$ cat src/rtl/counter_sequencer.sv
// Run/pause/direction sequencer for the display up/down counter: turns button pulses into
// registered counter controls. Optional bounce mode: define COUNTER_SEQ_AUTO_REVERSE_EN.
module counter_sequencer #(
    parameter int unsigned BIT_COUNT = 16,
    parameter int unsigned TICK_DIV  = 1000,
    parameter int unsigned MAX_COUNT = 9999
) (
    input  logic                 clk,
    input  logic                 reset_n,
    input  logic                 start_stop,
    input  logic                 dir_toggle,
    input  logic                 clear,
    input  logic [BIT_COUNT-1:0] count,
    output logic                 cnt_reset_n,
    output logic                 cnt_enable_n,
    output logic                 cnt_up_down,
    output logic                 running
);

    localparam int unsigned         PreWidth = $clog2(TICK_DIV);
    localparam logic [PreWidth-1:0] PreLast  = PreWidth'(TICK_DIV - 1);
    localparam logic [PreWidth-1:0] PreOne   = PreWidth'(1);

    typedef enum logic {
        StStopped,
        StRunning
    } state_e;

    state_e              state_q;
    logic [PreWidth-1:0] pre_q;
    logic                dir_q;
    logic                tick;
    logic                eff_dir;
    logic                next_dir;

    assign tick    = (state_q == StRunning) && (pre_q == PreLast);
    assign eff_dir = dir_q ^ dir_toggle;

`ifdef COUNTER_SEQ_AUTO_REVERSE_EN
    localparam logic [BIT_COUNT-1:0] MaxCount = BIT_COUNT'(MAX_COUNT);

    // Reverse on the bounding tick itself so no value is repeated at either end.
    always_comb begin
        next_dir = eff_dir;
        if (!eff_dir && (count >= MaxCount)) begin
            next_dir = 1'b1;
        end else if (eff_dir && (count == '0)) begin
            next_dir = 1'b0;
        end
    end
`else
    logic unused_count;

    assign unused_count = ^count;
    assign next_dir     = eff_dir;
`endif

    always_ff @(posedge clk) begin
        if (!reset_n) begin
            state_q      <= StStopped;
            pre_q        <= '0;
            dir_q        <= 1'b0;
            cnt_reset_n  <= 1'b0;
            cnt_enable_n <= 1'b1;
            cnt_up_down  <= 1'b0;
            running      <= 1'b0;
        end else begin
            cnt_reset_n  <= 1'b1;
            cnt_enable_n <= 1'b1;
            if (clear) begin
                state_q     <= StStopped;
                running     <= 1'b0;
                pre_q       <= '0;
                dir_q       <= 1'b0;
                cnt_up_down <= 1'b0;
                cnt_reset_n <= 1'b0;
            end else if (start_stop) begin
                // A stopping pulse swallows any coincident tick.
                state_q     <= (state_q == StStopped) ? StRunning : StStopped;
                running     <= (state_q == StStopped);
                pre_q       <= '0;
                dir_q       <= eff_dir;
                cnt_up_down <= eff_dir;
            end else if (tick) begin
                pre_q        <= '0;
                dir_q        <= next_dir;
                cnt_up_down  <= next_dir;
                cnt_enable_n <= 1'b0;
            end else begin
                dir_q       <= eff_dir;
                cnt_up_down <= eff_dir;
                if (state_q == StRunning) begin
                    pre_q <= pre_q + PreOne;
                end
            end
        end
    end

endmodule
$ cat config.mk
export PLATFORM = sky130hd
export DESIGN_NAME = counter_sequencer
export DESIGN_NICKNAME = d
export VERILOG_FILES = /design/src/rtl/counter_sequencer.sv
export SDC_FILE = /design/constraint.sdc
export NUM_CORES = 1
export LEC_CHECK = 0
export ABC_AREA = 1
export CORE_UTILIZATION = 38
export DETAILED_ROUTE_END_ITERATION = 12
export GPL_TIMING_DRIVEN = 0
export PLACE_DENSITY = 0.73
export RECOVER_POWER = 100
export REMOVE_ABC_BUFFERS = 1
export SYNTH_ARGS = -nofsm -noshare
export SYNTH_HDL_FRONTEND = slang
export SYNTH_SLANG_ARGS = --single-unit
$ cat constraint.sdc
create_clock -name clk -period 1.3 [get_ports clk]
set_clock_uncertainty 0.1 [all_clocks]
set_input_delay 0.13 -clock clk [delete_from_list [all_inputs] [get_ports clk]]
set_output_delay 0.13 -clock clk [all_outputs]
set_load 0.005 [all_outputs]
# --- After elaboration in Yosys (flattened, before gate mapping) ---
# Index checks and enable logic that the tools add are counted.
totals:
  word_cells: 18
  out_inout_bits: 4
  regBits: 15
  input_bits: 21
op_classes:
  bitwise_logic: 3
  n_eq_ne: 1
  n_mux: 3
  add_sub_neg: 1
  reduce_logical: 4
op_table:
  columns: ["op", "count"]
  rows:
  - ["adder 10 x 1 -> 10 bit (second input constant)", 1]
  - ["equality test 10 bit (second input constant)", 1]
  - ["OR reduction 4 bit", 1]
  - ["two-way mux 1 bit", 3]
  - ["OR reduction 3 bit", 1]
  - ["inverter 1 bit", 2]
  - ["OR reduction 2 bit", 1]
  - ["logical AND 1 bit", 1]
  - ["bitwise XOR 1 bit", 1]

# --- Longest topological paths before layout ---
# Gate-level depths: netlist of run 1.
logic_depth:
  depth_word: 3
  mapped_depth: 7
  ltp_nobuf: 6

# --- Least setup slack after synthesis of run 1 ---
# OpenSTA, ideal clock, no wires.
synth_timing:
  kind: "register to register"
  start: "register pre_q[0]"
  end: "register pre_q[3]"
  stages_incl_launch_ff: 7
  required_time_ns: 1.086
  path_buffers: 0
  arrival_time_ns: 1.053
  setup_slack_ns: 0.033
  setup_time_ns: 0.114
  period_less_slack_ns: 1.267
  path_cell_list: "dfxtp_1 -> ha_1 -> nand2_1 -> nor2_1 -> nand3_2 -> nand2_4 -> nor2_1"
synth_between:
  elab_chain_len: 3
  word_cells_on_any_way: 4
  cone_classes: "add/sub: 1; eq/ne: 1; reduce/logical: 2"
synth_lines:
  columns: ["item", "line_no", "text"]
  rows:
  - ["from (decl)", "30", "logic [PreWidth-1:0] pre_q;"]
  - ["from (signal assigned)", "93", "pre_q <= pre_q + PreOne;"]
  - ["branches (longest 3 deep; another with adder 10 x 1 -> 10 bit)", null, null]
# Parallel ways; which one is timed is not known.
# A chain may end at the register's enable or synchronous reset.

# --- Worst setup path in the final report of run 1 ---
layout_timing:
  start: "register pre_q[0]"
  end: "register pre_q[5]"
# Same word-level chain as after synthesis.

==> metrics.md, run 1 <==
| Metric | Value |
|---|---|
| Gr usage total | 0.1538 |
| Critical path arrival | 1.30 ns |
| Routed Wire Length | 1216 um |
| Vias in the first global route | 537 |
| CP Max Fanout | 8 |
| Maximum buffer depth of the clock tree | 2 |
| Max_slew headroom | 0.8290 |
| Clk_lat worst skew | about 0.27 ns |
| Pleak | 0.2786 nW |
| TritonCTS clock tree | yes |
| Final period utilization | 0.9521 |
| Largest family of logic cells by synthesized area | simple AND/OR/NAND/NOR gates |
| Flop2flop setup slack | 0.06 ns |
| Port Buffers | 8 |
| DR WL/cell | 9.806 um |
| Sequential element share of the synthesized area | 0.4051 |
| Post-Synth XOR/XNOR Area | 0.07595 |
| Hold WC Path Type | flop to flop |
| Initial DRC count | 12 |
| Setup crit end kind | flop |
| Outcome | completed |
| Initial antenna violation count | 0 |
| Starting Density | 0.4051 |
| Sw Share | 0.2140 |
| Placeable Area | 1708 sq um |
| Pwr per Cell Area | ~850 nW/um^2 |
| # placed instances | about 120 |
| Reg-to-reg endpoint | pre_q[5] |
| Grt ovf | 0 |
| Worst-path clk slew | 0.08 ns |
| Critical path required time | approximately 1.4 ns |
| DRC Markers | 0 |
| Synth area leaders | dfxtp_1, nand2_1, nor2_1 |
| Vias | 577 |
| Hold buffer count at CTS | 0 |
| Worst Tran Pin Value | 0.2556 ns |
| Global-route wire length before repair | 2208 um |
| Largest area contributor in the netlist | dfxtp_1 |
| Row count | 15 |
| Root buf cell | clkbuf_4 |
| Fillers | 170 |
| Post-route minimum period | around 1.2 ns |
| Final setup vio count | 0 |
| Area share of the largest cell type after synthesis | 0.4051 |
| Synth Cell Area | 691.9 sq um |
| Syn. warnings | 0 |
| Synth cell types | 19 |
| # nets final | ~120 |
| Antenna-violating nets left | 0 |
| Reg2Reg Depth | 6 |
| Peak supply drop | 0.0008604 V |
| Clk sinks | 14 |
| RePlAce Congestion | around 0.8 |
| Horiz. Die Dim | 44.67 um |
| Critical path launch point type | flop |
| Fin. Hold Viols | 0 |
| Largest net degree at the start of global routing | 9 |
| Detailed Routing Iterations Pass 1 | 4 |
| Ports | 25 |
| CP Launch Point | pre_q[0] |
| Simple-gate share of the synthesized area | 0.4051 |
| Die Y-Extent | 44.67 um |
| Inserted Diodes | 0 |
| Overall Power | 0.7241 mW |
| Mux cell area share after synthesis | 0 |
| CTS Buf Count | 3 |
| Layout cells sized above 1 | 0.2222 |
| Fmax | 808.0 MHz |
| Max Slew Vio Count | 0 |
| Synth Area in Compound Gates | 0.03617 |
| Layout Cells excl Fill | 124 |
| Max cap viols | 0 |
| # H-tree levels | 1 |
| Final HPWL DP | 934.7 um |
| Vias/cell | 4.653 |
| Clk network pwr share | 0.322 |
| Layout area overhead | 23.69% |
| Post-Syn Instances | 87 |
| Final core occ | 0.5011 |
| Adder-cell share of the synthesized area | 0.01808 |
| Unrepaired setup endpoints after global routing | false |
| Comb power frac | 0.077 |
| Synth Register Bits | 14 |
| Avg Cell Area, Syn | 7.953 sq um |
| Worst r2r src | pre_q[0] |
| Reg power frac | 0.601 |
| Crit path capture | pre_q[5] |
| Internal power | 0.5692 mW |
| Die area | between 1500 and 2000 sq um |
| Switch Pwr | approximately 0.15 mW |
| Worst Setup Path Type | flop to flop |
==> Yosys cell counts (all sizes together) <==
library cell,n
nor2,16
ha,1
xor2,2
xnor2,4
nor3,3
buf,1
nand3,10
nand4,1
inv,9
a21oi,5
nand2,20
nand3b,1
dfxtp,14
==> worst min path at each step <==
stage                          start           to  slack (ns)  depth (start not counted)
after floorplan                clear  cnt_reset_n        0.10                          1
after global placement      pre_q[6]     pre_q[6]        0.39                          2
after detailed placement    pre_q[6]     pre_q[6]        0.40                          2
after CTS                   pre_q[6]     pre_q[6]        0.41                          2
after global routing      dir_toggle        dir_q        0.43                          3
final                       pre_q[1]     pre_q[1]        0.41                          2
==> routing by layer <==
metal | vias up | routed length (um) | track usage
met3 | 2 | 39 | 0.03673
met2 | 8 | 626 | 0.2559
li1 | 300 | - | -
met5 | - | 0 | 0
met1 | 267 | 542 | 0.1935
met4 | 0 | 8 | 0.05455
==> registers in the layout (all words and copies together), names as in the netlist <==
signal	cells
pre_q	10
cnt_enable_n	1
cnt_reset_n	1
dir_q	1
running	1
==> cell type report <==
type                       instances  area, sq um  area share
tap                               25        31.28     0.03655
clock buffer                       3        22.52     0.02632
inverter                           9        33.78     0.03947
timing repair buffer              10        95.09      0.1111
sequential                        14        285.3      0.3333
multi-input combinational         63        387.9      0.4532
==> power by group through the flow <==
stage          Clock (mW)  Sequential [mW]  Combinational, mW
6_report            0.233            0.435             0.0558
5_1_grt             0.260            0.436             0.0613
4_1_cts             0.237            0.434             0.0557
3_5_place_dp            0            0.451             0.0500
3_3_place_gp            0            0.451             0.0490
2_1_floorplan           0            0.450             0.0211
==> layout by cell type, fill, tap and decap left out <==
cell	instances
nand3_1	7
nor3_4	1
dfxtp_4	1
clkdlybuf4s50_1	3
dlygate4sd3_1	1
nor3_1	2
dfxtp_2	1
dfxtp_1	12
clkdlybuf4s25_1	1
nand2_1	17
clkbuf_4	3
nand2_4	1
inv_1	9
nand3b_1	1
nand3_2	3
nor2_4	3
nand4_1	1
nand2_2	2
dlygate4sd2_1	3
xor2_1	2
buf_6	1
buf_4	1
nor2_1	9
nor2_2	4
ha_4	1
a21oi_1	5
xnor2_1	4
==> what timing repair did <==
| item | CTS | global route |
|---|---|---|
| pin swaps | 2 | 1 |
| setup buffers | 2 | 0 |
| endpoints found under the setup margin | 13 | 10 |
| resized for setup | 12 | 4 |
==> per-stage QoR <==
stage	hold slack (ns)	instance area, sq um	setup WS [ns]	TNS, ns
detailed placement	0.3957	795.8	-0.1429	-1.206
floorplan	0.1024	684.4	0.03264	0
global placement	0.3872	795.8	-0.07946	-0.6616
CTS	0.4096	854.6	0.006514	0
finish	0.4074	855.8	0.06232	0
global route	0.4332	855.8	0.001575	0
==> logic make-up after synthesis <==
logic type	Yosys count
AO/OA/AOI/OAI	5
XOR/XNOR	6
AND/OR/NAND/NOR	51
buffers and inverters	10
flip-flops	14
adder cells (fa/ha/maj)	1
==> critical path: stages, from the launching register on <==
cell and delay [ns]:
dfxtp_4 0.39, ha_4 0.16, nand2_2 0.06, nor2_2 0.11, nand3_2 0.12, nand2_4 0.14
a21oi_1 0.06
Note: power is estimated with default switching activity, not from simulation.
==> inputs of run 2 (changes only) <==
Settings changed: ABC_AREA 1 to not set, CORE_UTILIZATION 38 to 36, CTS_CLUSTER_DIAMETER set to 100, PLACE_DENSITY 0.73 to 0.72.
==> run 2 against run 1 <==
Net effect:
- core utilization rose by 13 points
- the run now ends with negative setup slack left
- clock power up 33%
- final cell count shrank 8.9%
- largest cell class unchanged
- synthesized cell count down 26%
- final area grew 13%
- register-to-register slack lost 0.17 ns
==> metrics.md, run 2 <==
| Metric | Value |
|---|---|
| Max cap viols | 0 (unchanged) |
| DR WL/cell | 15.58 um (+59%) |
| Largest area contributor in the netlist | dfxtp_1 |
| # H-tree levels | 1 (unchanged) |
| Comb power frac | 0.080 (+0.003) |
| Sw Share | 0.2071 (-0.006915) |
| Global-route wire length before repair | 2359 um (+6.8%) |
| Final period utilization | 1.082 (+0.1299) |
| CP max stage delay | 0.51 ns (+0.12 ns) |
| Crit-path leading delay family | simple AND/OR/NAND/NOR gates |
| Layout cells sized above 1 | 0.5052 (+0.2829) |
| Pleak | 0.3962 nW (+42%) |
| Post-Syn Instances | 64 (-26%) |
| Avg Cell Area, Syn | 9.462 sq um (+19%) |
| Critical path required time | 1.39 ns (+0.03 ns) |
| Critical path launch point type | flop |
| Switch Pwr | 0.1667 mW (+7.6%) |
| Reg power frac | 0.536 (-0.065) |
| Unrepaired setup endpoints after global routing | true |
| Synth cell count leaders | dfxtp_1, nor2_1, nand4_1, xor2_1, nand2_1 |
| CP Cell Sequence | and3_4, nand2_2, or4_4, o31ai_4 |
| Clk network pwr share | 0.384 (+0.062) |
| Ports | 25 (unchanged) |
| Synth cell types | 22 (+3) |
| Initial antenna violation count | 0 (unchanged) |
| Top-count cell post-synth | dfxtp_1 |
| Overall Power | 0.8050 mW (+11%) |
| Pre-CTS setup slack | -0.4378 ns (-0.2949 ns) |
| Placeable Area | 1541 sq um (-9.7%) |
| Fraction of registers with async set/reset | 0 (unchanged) |
| Setup slack after layout | -0.1065 ns (-0.1689 ns) |
| Hold buffer count at CTS | 0 (unchanged) |
| Critical path arrival | 1.50 ns (+0.20 ns) |
| Fin. Hold Viols | 0 (unchanged) |
| Failing checks | negative setup slack |
| Critical path buffers and inverters | 0 (unchanged) |
| Starting Density | 0.3929 (-0.01227) |
| Initial DRC count | 14 (+2) |
| Clk_lat worst skew | 0.27 ns (about the same) |
| Most frequent cells in the layout | buf_4, nor2_1, dfxtp_1 |
| Commonest non-fill, non-tap cell in the layout | buf_4 |
| Grt ovf | 0 (unchanged) |
| Maximum buffer depth of the clock tree | 2 (unchanged) |
| Fmax | 711.0 MHz (-12%) |
| Horiz. Die Dim | 43.02 um (-3.7%) |
| Largest register FFs | 10 (unchanged) |
| Worst-path clk slew | 0.08 ns (about the same) |
| Synth area leaders | dfxtp_1, xor2_1, nor2_1 |
| Hold Slack | 0.06202 ns (-0.3453 ns) |
| Syn. warnings | 0 (unchanged) |
| # nets final | 120 (-2.4%) |
| Inserted Diodes | 0 (unchanged) |
| Sequential element share of the synthesized area | 0.4628 (+0.05775) |
| Die area | 1850 sq um (-7.3%) |
| Row count | 14 (-1) |
| CP Max Fanout | 4 (-4) |
| Largest net degree at the start of global routing | 9 (unchanged) |
| Worst Tran Pin Value | 0.2339 ns (-0.02169 ns) |
| Die Y-Extent | 43.02 um (-3.7%) |
| Area share of the largest cell type after synthesis | 0.4628 (+0.05775) |
| Post-synth EDFFs | 0 (unchanged) |
| Pwr per Cell Area | 830.2 nW/um^2 (-1.9%) |
| Port Buffers | 8 (unchanged) |
| Root buf cell | clkbuf_4 |
| Max_slew headroom | 0.8430 (+0.01396) |
| Clk sinks | 14 (unchanged) |
| RePlAce Congestion | 0.7491 (-5.4%) |
| DRC Markers | 0 (unchanged) |
| CTS Buf Count | 3 (unchanged) |
| Routed Wire Length | 1760 um (+45%) |
| Top_reg_cell synth | dfxtp_1 |
| TritonCTS clock tree | yes |
| Setup crit end kind | flop |
| Hold WC Path Type | input port to flop |
| Peak supply drop | 0.0009027 V (+4.9%) |
| Worst Setup Path Type | flop to flop |
| Critical-path top delay cell | or4_4 |
| Max Slew Vio Count | 0 (unchanged) |
| Vias/cell | 5.168 (+11%) |
| Antenna-violating nets left | 0 (unchanged) |
| Final setup vio count | 11 (+11) |
| Outcome | finished, violations left |
| Reg with most FFs | pre_q |
| Post-route minimum period | 1.407 ns (+0.1689 ns) |
| Synth Register Bits | 14 (unchanged) |
| Internal power | 0.6383 mW (+12%) |
| Synth Cell Area | 605.6 sq um (-12%) |
| Layout area overhead | 60.12% |
| Gr usage total | 0.1746 (+0.02072) |
| Detailed Routing Iterations Pass 1 | 4 (unchanged) |
| Vias | 584 (+1.2%) |
| Vias in the first global route | 514 (-4.3%) |
## run 2: cell types whose count changed in the layout (fill, tap and decap cells not counted), moves of 3 or more
| cell | previous run | this run |
|---|---|---|
| xor2_1 | 2 | 5 |
| nor2_4 | 3 | 0 |
| a21oi_1 | 5 | 2 |
| nor2_2 | 4 | 0 |
| nand3_1 | 7 | 1 |
| buf_4 | 1 | 21 |
| dfxtp_2 | 1 | 5 |
| inv_1 | 9 | 2 |
| dfxtp_1 | 12 | 6 |
| nand4_1 | 1 | 5 |
| nand2_1 | 17 | 1 |
## run 2: area by class of cell
class                           count  area (sq um)
Clock buffer                        4         36.28
Multi-Input combinational cell     47         371.6
Tap cell                           16         20.02
Fill cell                         113         571.8
Timing Repair Buffer               30         236.5
Inverter                            2         7.507
Sequential cell                    14         297.8
## run 2: repair_timing
item | 4_1_cts | 5_1_grt
resized for setup | 25 | 10
endpoints found under the hold margin | 0 | 0
endpoints found under the setup margin | 15 | 11
pin swaps | 8 | 9
setup buffers | 13 | 9
## run 2: cell families (layout without fill, tap and decap cells)
| family | count (synthesis) | count (layout) | synth area share |
|---|---|---|---|
| and+or+nand+nor | 29 | 29 | 0.2665 |
| AOI/OAI and AO/OA | 8 | 8 | 0.08678 |
| xor gates and xnor gates | 8 | 8 | 0.1157 |
| buffers and inverters | 3 | 36 | 0.03100 |
| muxes | 1 | 1 | 0.01653 |
| adders and majority gates | 1 | 1 | 0.02066 |
| DFF | 14 | 14 | 0.4628 |
## run 2: routing by layer
layer / track usage / share of wire / vias up
met3: 0.04255 / 0.020 / 4
met1: 0.1974 / 0.41 / 273
met5: 0 / 0 / -
met4: 0.07273 / 0.011 / 0
li1: - / - / 291
met2: 0.3091 / 0.56 / 16
## run 2: final timing paths
| kind | start | end | slack [ns] | cells after the start |
|---|---|---|---|---|
| worst max-delay path | pre_q[5] | pre_q[8] | -0.11 | 4 |
| worst min-delay path | clear | running | 0.06 | 3 |
| worst max register to register | pre_q[5] | pre_q[8] | -0.11 | 4 |
| worst min register to register | pre_q[9] | pre_q[9] | 0.42 | 1 |
## run 2: worst reg2reg max path: cells and delay by family, from the launching register on
| family | cells | cell delay [ns] |
|---|---|---|
| simple gates | 3 | 0.79 |
| flops | 1 | 0.36 |
| compound gates | 1 | 0.08 |
## run 2: power groups by stage
stage | combinational [mW] | sequential (mW) | clock (mW)
2_1_floorplan | 0.0186 | 0.451 | 0
3_3_place_gp | 0.0446 | 0.451 | 0
3_5_place_dp | 0.0447 | 0.451 | 0
4_1_cts | 0.0521 | 0.433 | 0.313
5_1_grt | 0.0686 | 0.433 | 0.338
6_report | 0.0642 | 0.432 | 0.309
## run 2: through the flow
stage | instances | utilization | cell area (sq um) | TNS (ns)
after floorplan | 63 | - | 594.3 | -1.733
after global placement | 87 | 0.4505 | 694.4 | -4.043
after detailed placement | 87 | 0.4505 | 694.4 | -4.079
after CTS | 104 | 0.5657 | 872.1 | -0.2001
after global routing | 113 | 0.6291 | 969.7 | -1.002
final | 113 | 0.6291 | 969.7 | -0.4360
==> edit 1 (flow settings as in run 2) <==
Add an input register stage for `start_stop`, `dir_toggle` and `clear`, without a reset; this delays them by one clock. The other inputs are not delayed to match.
--- a/src/rtl/counter_sequencer.sv
+++ b/src/rtl/counter_sequencer.sv
@@ -26,6 +26,16 @@
         StRunning
     } state_e;
 
+    logic start_stop_q;
+    logic dir_toggle_q;
+    logic clear_q;
+
+    always_ff @(posedge clk) begin
+        start_stop_q <= start_stop;
+        dir_toggle_q <= dir_toggle;
+        clear_q      <= clear;
+    end
+
     state_e              state_q;
     logic [PreWidth-1:0] pre_q;
     logic                dir_q;
@@ -34,7 +44,7 @@
     logic                next_dir;
 
     assign tick    = (state_q == StRunning) && (pre_q == PreLast);
-    assign eff_dir = dir_q ^ dir_toggle;
+    assign eff_dir = dir_q ^ dir_toggle_q;
 
 `ifdef COUNTER_SEQ_AUTO_REVERSE_EN
     localparam logic [BIT_COUNT-1:0] MaxCount = BIT_COUNT'(MAX_COUNT);
@@ -67,14 +77,14 @@
         end else begin
             cnt_reset_n  <= 1'b1;
             cnt_enable_n <= 1'b1;
-            if (clear) begin
+            if (clear_q) begin
                 state_q     <= StStopped;
                 running     <= 1'b0;
                 pre_q       <= '0;
                 dir_q       <= 1'b0;
                 cnt_up_down <= 1'b0;
                 cnt_reset_n <= 1'b0;
-            end else if (start_stop) begin
+            end else if (start_stop_q) begin
                 // A stopping pulse swallows any coincident tick.
                 state_q     <= (state_q == StStopped) ? StRunning : StStopped;
                 running     <= (state_q == StStopped);
Check against the original RTL: not equivalent (a bounded check fails within 4 cycles, from zero or initial values and one cycle with reset_n low).
==> edit 1 against run 2 <==
The run still ends with negative setup slack left; final cell count increased by 6.2%; synthesized cell count grew 4.7%; synthesized area grew 9.9%; design area up 0.65%; sequential cell count grew 3; critical path depth up 1; hold slack better by 210 ps; setup slack got worse by 23 ps; power increased by 9.4%; wire length fell by 9.5%; largest cell class is now flip-flops and latches; highest routed layer unchanged.
==> edit 1: results (changes against run 2) <==
Most frequent cells after synthesis = 17 x dfxtp_1, 10 x nor2_1, 5 x nand4_1, 5 x xor2_1, 4 x nand2_1 (was 14 x dfxtp_1, 10 x nor2_1, 5 x nand4_1, 5 x xor2_1, 4 x nand2_1)
Mux cell area share after synthesis = 1.50% (was 1.65%)
Failing checks = negative setup slack (unchanged)
Pin count of the biggest net entering global routing = 11 (was 9)
Adder-cell area share of the yosys netlist = 1.88% (was 2.07%)
Peak Freq = 700 MHz (was 711 MHz)
NumNets Final = 118 (was 120)
Worst-Margin Slew = 264 ps (was 234 ps)
Sequential area share after synthesis = 51.1% (was 46.3%)
Share of cells above drive strength 1 = 40.0% (was 50.5%)
Setup TNS = -297 ps (was -436 ps)
Reg with most FFs = pre_q (unchanged)
Post-synthesis xor/xnor area fraction = 10.5% (was 11.6%)
Via density per instance = 5.03 (was 5.17)
Worst skew pair latency = 300 ps (was 270 ps)
Fill cells = 150 (was 113)
DR iter-0 viols = 20 (was 14)
Post-Route WL = 1590 um (was 1760 um)
Post-synthesis compound-gate area fraction = 7.89% (was 8.68%)
Outcome = finished, violations left (unchanged)
Placer Congestion = 0.765 (was 0.749)
Finish-stage setup viols = 7 (was 11)
Launch point of the worst reg-to-reg path = pre_q[1]$_SDFFE_PP0P_ (was pre_q[5]$_SDFFE_PP0P_)
Global-route wire length before repair = 2480 um (was 2360 um)
Slew Viols, Final = 0 (unchanged)
VDD IR max = 0.465 mV (was 0.903 mV)
Vias in the first global route = 597 (was 514)
Worst setup margin = -129 ps (was -107 ps)
Top cells by area, synth = dfxtp_1 51%, xor2_1 6.6%, nor2_1 5.6%, nand4_1 4.7%, xnor2_1 3.9% (was dfxtp_1 46%, xor2_1 7.2%, nor2_1 6.2%, nand4_1 5.2%, xnor2_1 4.3%)
Flip-flop count of the largest register after layout = 10 (unchanged)
Dpl ws = -474 ps (was -438 ps)
Post-synth ARST share = 0% (unchanged)
Global Route Usage Sum = 17.2% (was 17.5%)
## edit 1: cell count changes in the layout (fill, tap and decap cells not counted), moves of 2 or more
cell,delta
nand2_1,+2
dlygate4sd3_1,+3
nand2_2,-2
buf_4,-6
dfxtp_1,+3
## edit 1: kinds of logic (layout without fill, tap and decap cells)
| logic type | after synthesis | in the layout |
|---|---|---|
| fa+ha+maj | 1 | 1 |
| buf+inv | 3 | 31 |
| mux | 1 | 1 |
| flops | 17 | 17 |
| xor+xnor | 8 | 8 |
| compound gates | 8 | 8 |
| simple gates | 29 | 29 |
## edit 1: layout make-up
| type | instances | area, um2 | area share, % |
|---|---|---|---|
| flip-flops and latches | 17 | 360 | 36.9 |
| multi-input cells | 47 | 352 | 36.0 |
| repair buffers | 25 | 198 | 20.3 |
| well taps | 25 | 31.3 | 3.21 |
| clock buffers | 3 | 22.5 | 2.31 |
| inverters | 2 | 7.51 | 0.769 |
| clock inverters | 1 | 5.00 | 0.513 |
## edit 1: layer usage
layer	GRT usage (%)	vias up	wire length, um	share of wire (%)
met4	9.70	0	61	3.8
li1	-	289	-	-
met5	0	-	0	0
met3	3.60	9	59	3.7
met1	18.3	282	621	39
met2	31.0	23	851	53
## edit 1: worst max-delay path, stage by stage, from the launching register on
cell and delay (ps):
dfxtp_4 370, ha_4 140, nand4_1 220, buf_4 240, o21ai_2 130, a311oi_1 110
## edit 1: through the flow
step / cells / area, um2 / hold slack [ps] / power [W] / utilization [%]
finish: 120 / 976 / 275 / 0.000880 / 56.5
global placement: 99 / 766 / 369 / 0.000595 / 44.3
detailed placement: 99 / 766 / 382 / 0.000597 / 44.3
CTS: 118 / 950 / 161 / 0.000885 / 55.0
floorplan: 66 / 654 / 57.7 / 0.000570 / -
global route: 120 / 976 / 270 / 0.000919 / 56.5
## edit 1: worst paths after layout
path / end / slack [ps] / depth (start not counted)
hold reg to reg: pre_q[9]$_SDFFE_PP0P_ / 420 / 1
setup / recovery: pre_q[7]$_SDFFE_PP0P_ / -130 / 5
setup reg to reg: pre_q[7]$_SDFFE_PP0P_ / -130 / 5
hold / removal: clear_q$_DFF_P_ / 280 / 1
## edit 1: where the power goes
group | switching, W | internal, W | total, W
sequential | 0.00000603 | 0.000524 | 0.000530
clock | 0.000175 | 0.000115 | 0.000290
combinational | 0.0000240 | 0.0000367 | 0.0000607
## edit 1: timing repair
action	4_1_cts	5_1_grt
resized for setup	24	4
pin swaps	6	10
endpoints found under the setup margin	15	12
buffers inserted	15	2
==> edit 2 (config.mk and constraints of run 2) <==
Without the edit above. The option `COUNTER_SEQ_AUTO_REVERSE_EN` is turned on by a define.
--- a/src/rtl/counter_sequencer.sv
+++ b/src/rtl/counter_sequencer.sv
@@ -1,5 +1,7 @@
 // Run/pause/direction sequencer for the display up/down counter: turns button pulses into
 // registered counter controls. Optional bounce mode: define COUNTER_SEQ_AUTO_REVERSE_EN.
+`define COUNTER_SEQ_AUTO_REVERSE_EN
+
 module counter_sequencer #(
     parameter int unsigned BIT_COUNT = 16,
     parameter int unsigned TICK_DIV  = 1000,
Function: same outputs for any inputs over 10 cycles, from zero or initial values and one cycle with reset_n low; that may be too few to reach the edited logic, so the function may still have changed.
==> edit 2 against run 2 <==
The flow still finishes with violations (negative setup slack); design area is 20% higher; setup slack worse by 180 ps; power is 7.7% higher; synthesized area is 20% higher; wire length is 2.6% higher; hold slack better by 350 ps; count of clock-buffer cells in the layout stayed put; clock power is 1% higher; sequential cell count stayed put.
==> edit 2: results (changes against run 2) <==
Slew HR = 74.4% (was 84.3%)
Clock buffer count from CTS = 3 (unchanged)
Worst setup margin = -286 ps (was -107 ps)
Warnings, synthesis = 0 (unchanged)
Pin count of the biggest net entering global routing = 12 (was 9)
Top cells by area, synth = dfxtp_1 38%, xnor2_1 7.2%, nor2_1 5.7%, nand4_1 4.3%, nor4_1 4.3% (was dfxtp_1 46%, xor2_1 7.2%, nor2_1 6.2%, nand4_1 5.2%, xnor2_1 4.3%)
Mapped Cells = 78 (was 64)
Initial antenna violation count = 0 (unchanged)
Finish-stage setup viols = 13 (was 11)
Outcome = finished, violations left (unchanged)
Max stage delay on crit path = 380 ps (was 510 ps)
Failing checks = negative setup slack (unchanged)
First-pass DRT Iterations = 4 (unchanged)
Delay-heaviest family, CP = simple AND/OR/NAND/NOR gates (unchanged)
Via count = 719 (was 584)
Fill cells = 159 (was 113)
Drt wl/cell = 13.3 um (was 15.6 um)
Post-CTS setup buffer count = 7 (was 13)
Port Buffers = 24 (was 8)
DP Area = 990 um2 (was 694 um2)
Critical path fanouts, max = 3 (was 4)
Final ANT Viol Nets = 0 (unchanged)
Root Driver = clkbuf_4 (unchanged)
Max clock buf depth = 2 (unchanged)
Vias in the first global route = 650 (was 514)
Synth unique cells = 29 (was 22)
Via density per instance = 5.29 (was 5.17)
Placer Congestion = 0.788 (was 0.749)
Post-synth ARST share = 0% (unchanged)
Most frequent cells after synthesis = 14 x dfxtp_1, 11 x nor2_1, 6 x xnor2_1, 5 x nand4_1, 5 x nor4_1 (was 14 x dfxtp_1, 10 x nor2_1, 5 x nand4_1, 5 x xor2_1, 4 x nand2_1)
# diodes = 0 (unchanged)
Sequential area share after synthesis = 38.5% (was 46.3%)
Dpl ws = -503 ps (was -438 ps)
Slowest library cell on the worst path = or3b_4 (was or4_4)
Share of cells above drive strength 1 = 32.4% (was 50.5%)
DR iter-0 viols = 5 (was 14)
Pleak = 0.365 nW (was 0.396 nW)
Post-CTS sizing = 23 (was 25)
VDD IR max = 0.591 mV (was 0.903 mV)
NumNets Final = 134 (was 120)
Reg with most FFs = pre_q (unchanged)
Global Route Usage Sum = 17.0% (was 17.5%)
Global-route wire length before repair = 2590 um (was 2360 um)
Setup TNS = -1400 ps (was -436 ps)
-- edit 2: changes by cell type in the layout (fill, tap and decap cells not counted), sizes merged, moves of 2 or more --
cell and delta:
a211oi +2, xnor2 +4, a21oi -2, nor3 +2, and3 -4, a311oi -2, nand3 +2, buf -15
xor2 -2, clkdlybuf4s50 +18, clkbuf -2, nor4 +7
-- edit 2: cell type report --
cell class / instances / area, um2 / area share (%)
timing repair buffer: 30 / 289 / 24.9
tap: 25 / 31.3 / 2.70
clock buffer: 4 / 36.3 / 3.13
inverter: 2 / 7.51 / 0.647
multi-input combinational: 61 / 504 / 43.5
sequential: 14 / 292 / 25.1
-- edit 2: metal layers --
layer	vias up	routed length (um)	global-route usage [%]
met2	28	927	31.1
met3	4	180	3.08
met1	335	676	17.2
met4	0	21	12.0
li1	352	-	-
met5	-	0	0
-- edit 2: worst paths after layout --
path	start	endpoint	slack, ps	cells past startpoint
min reg2reg	pre_q[5]$_SDFFE_PP0P_	pre_q[5]$_SDFFE_PP0P_	450	2
max	pre_q[0]$_SDFFE_PP0P_	dir_q$_SDFF_PP0_	-290	5
min	reset_n	dir_q$_SDFF_PP0_	410	3
max reg2reg	pre_q[0]$_SDFFE_PP0P_	dir_q$_SDFF_PP0_	-290	5
-- edit 2: cells by family after synthesis --
logic type / synth area share [%]
AOI/OAI and AO/OA: 7.39
xor gates and xnor gates: 13.1
adders and majority gates: 1.72
buffers and inverters: 2.41
DFF: 38.5
muxes: 1.37
and+or+nand+nor: 35.6
-- edit 2: report_power, final --
part           leakage (nW)  total, W  switching, W  internal [W]
Clock                0.0210  0.000313      0.000143      0.000171
Sequential            0.116  0.000438    0.00000860      0.000429
Combinational         0.228  0.000116     0.0000384     0.0000775
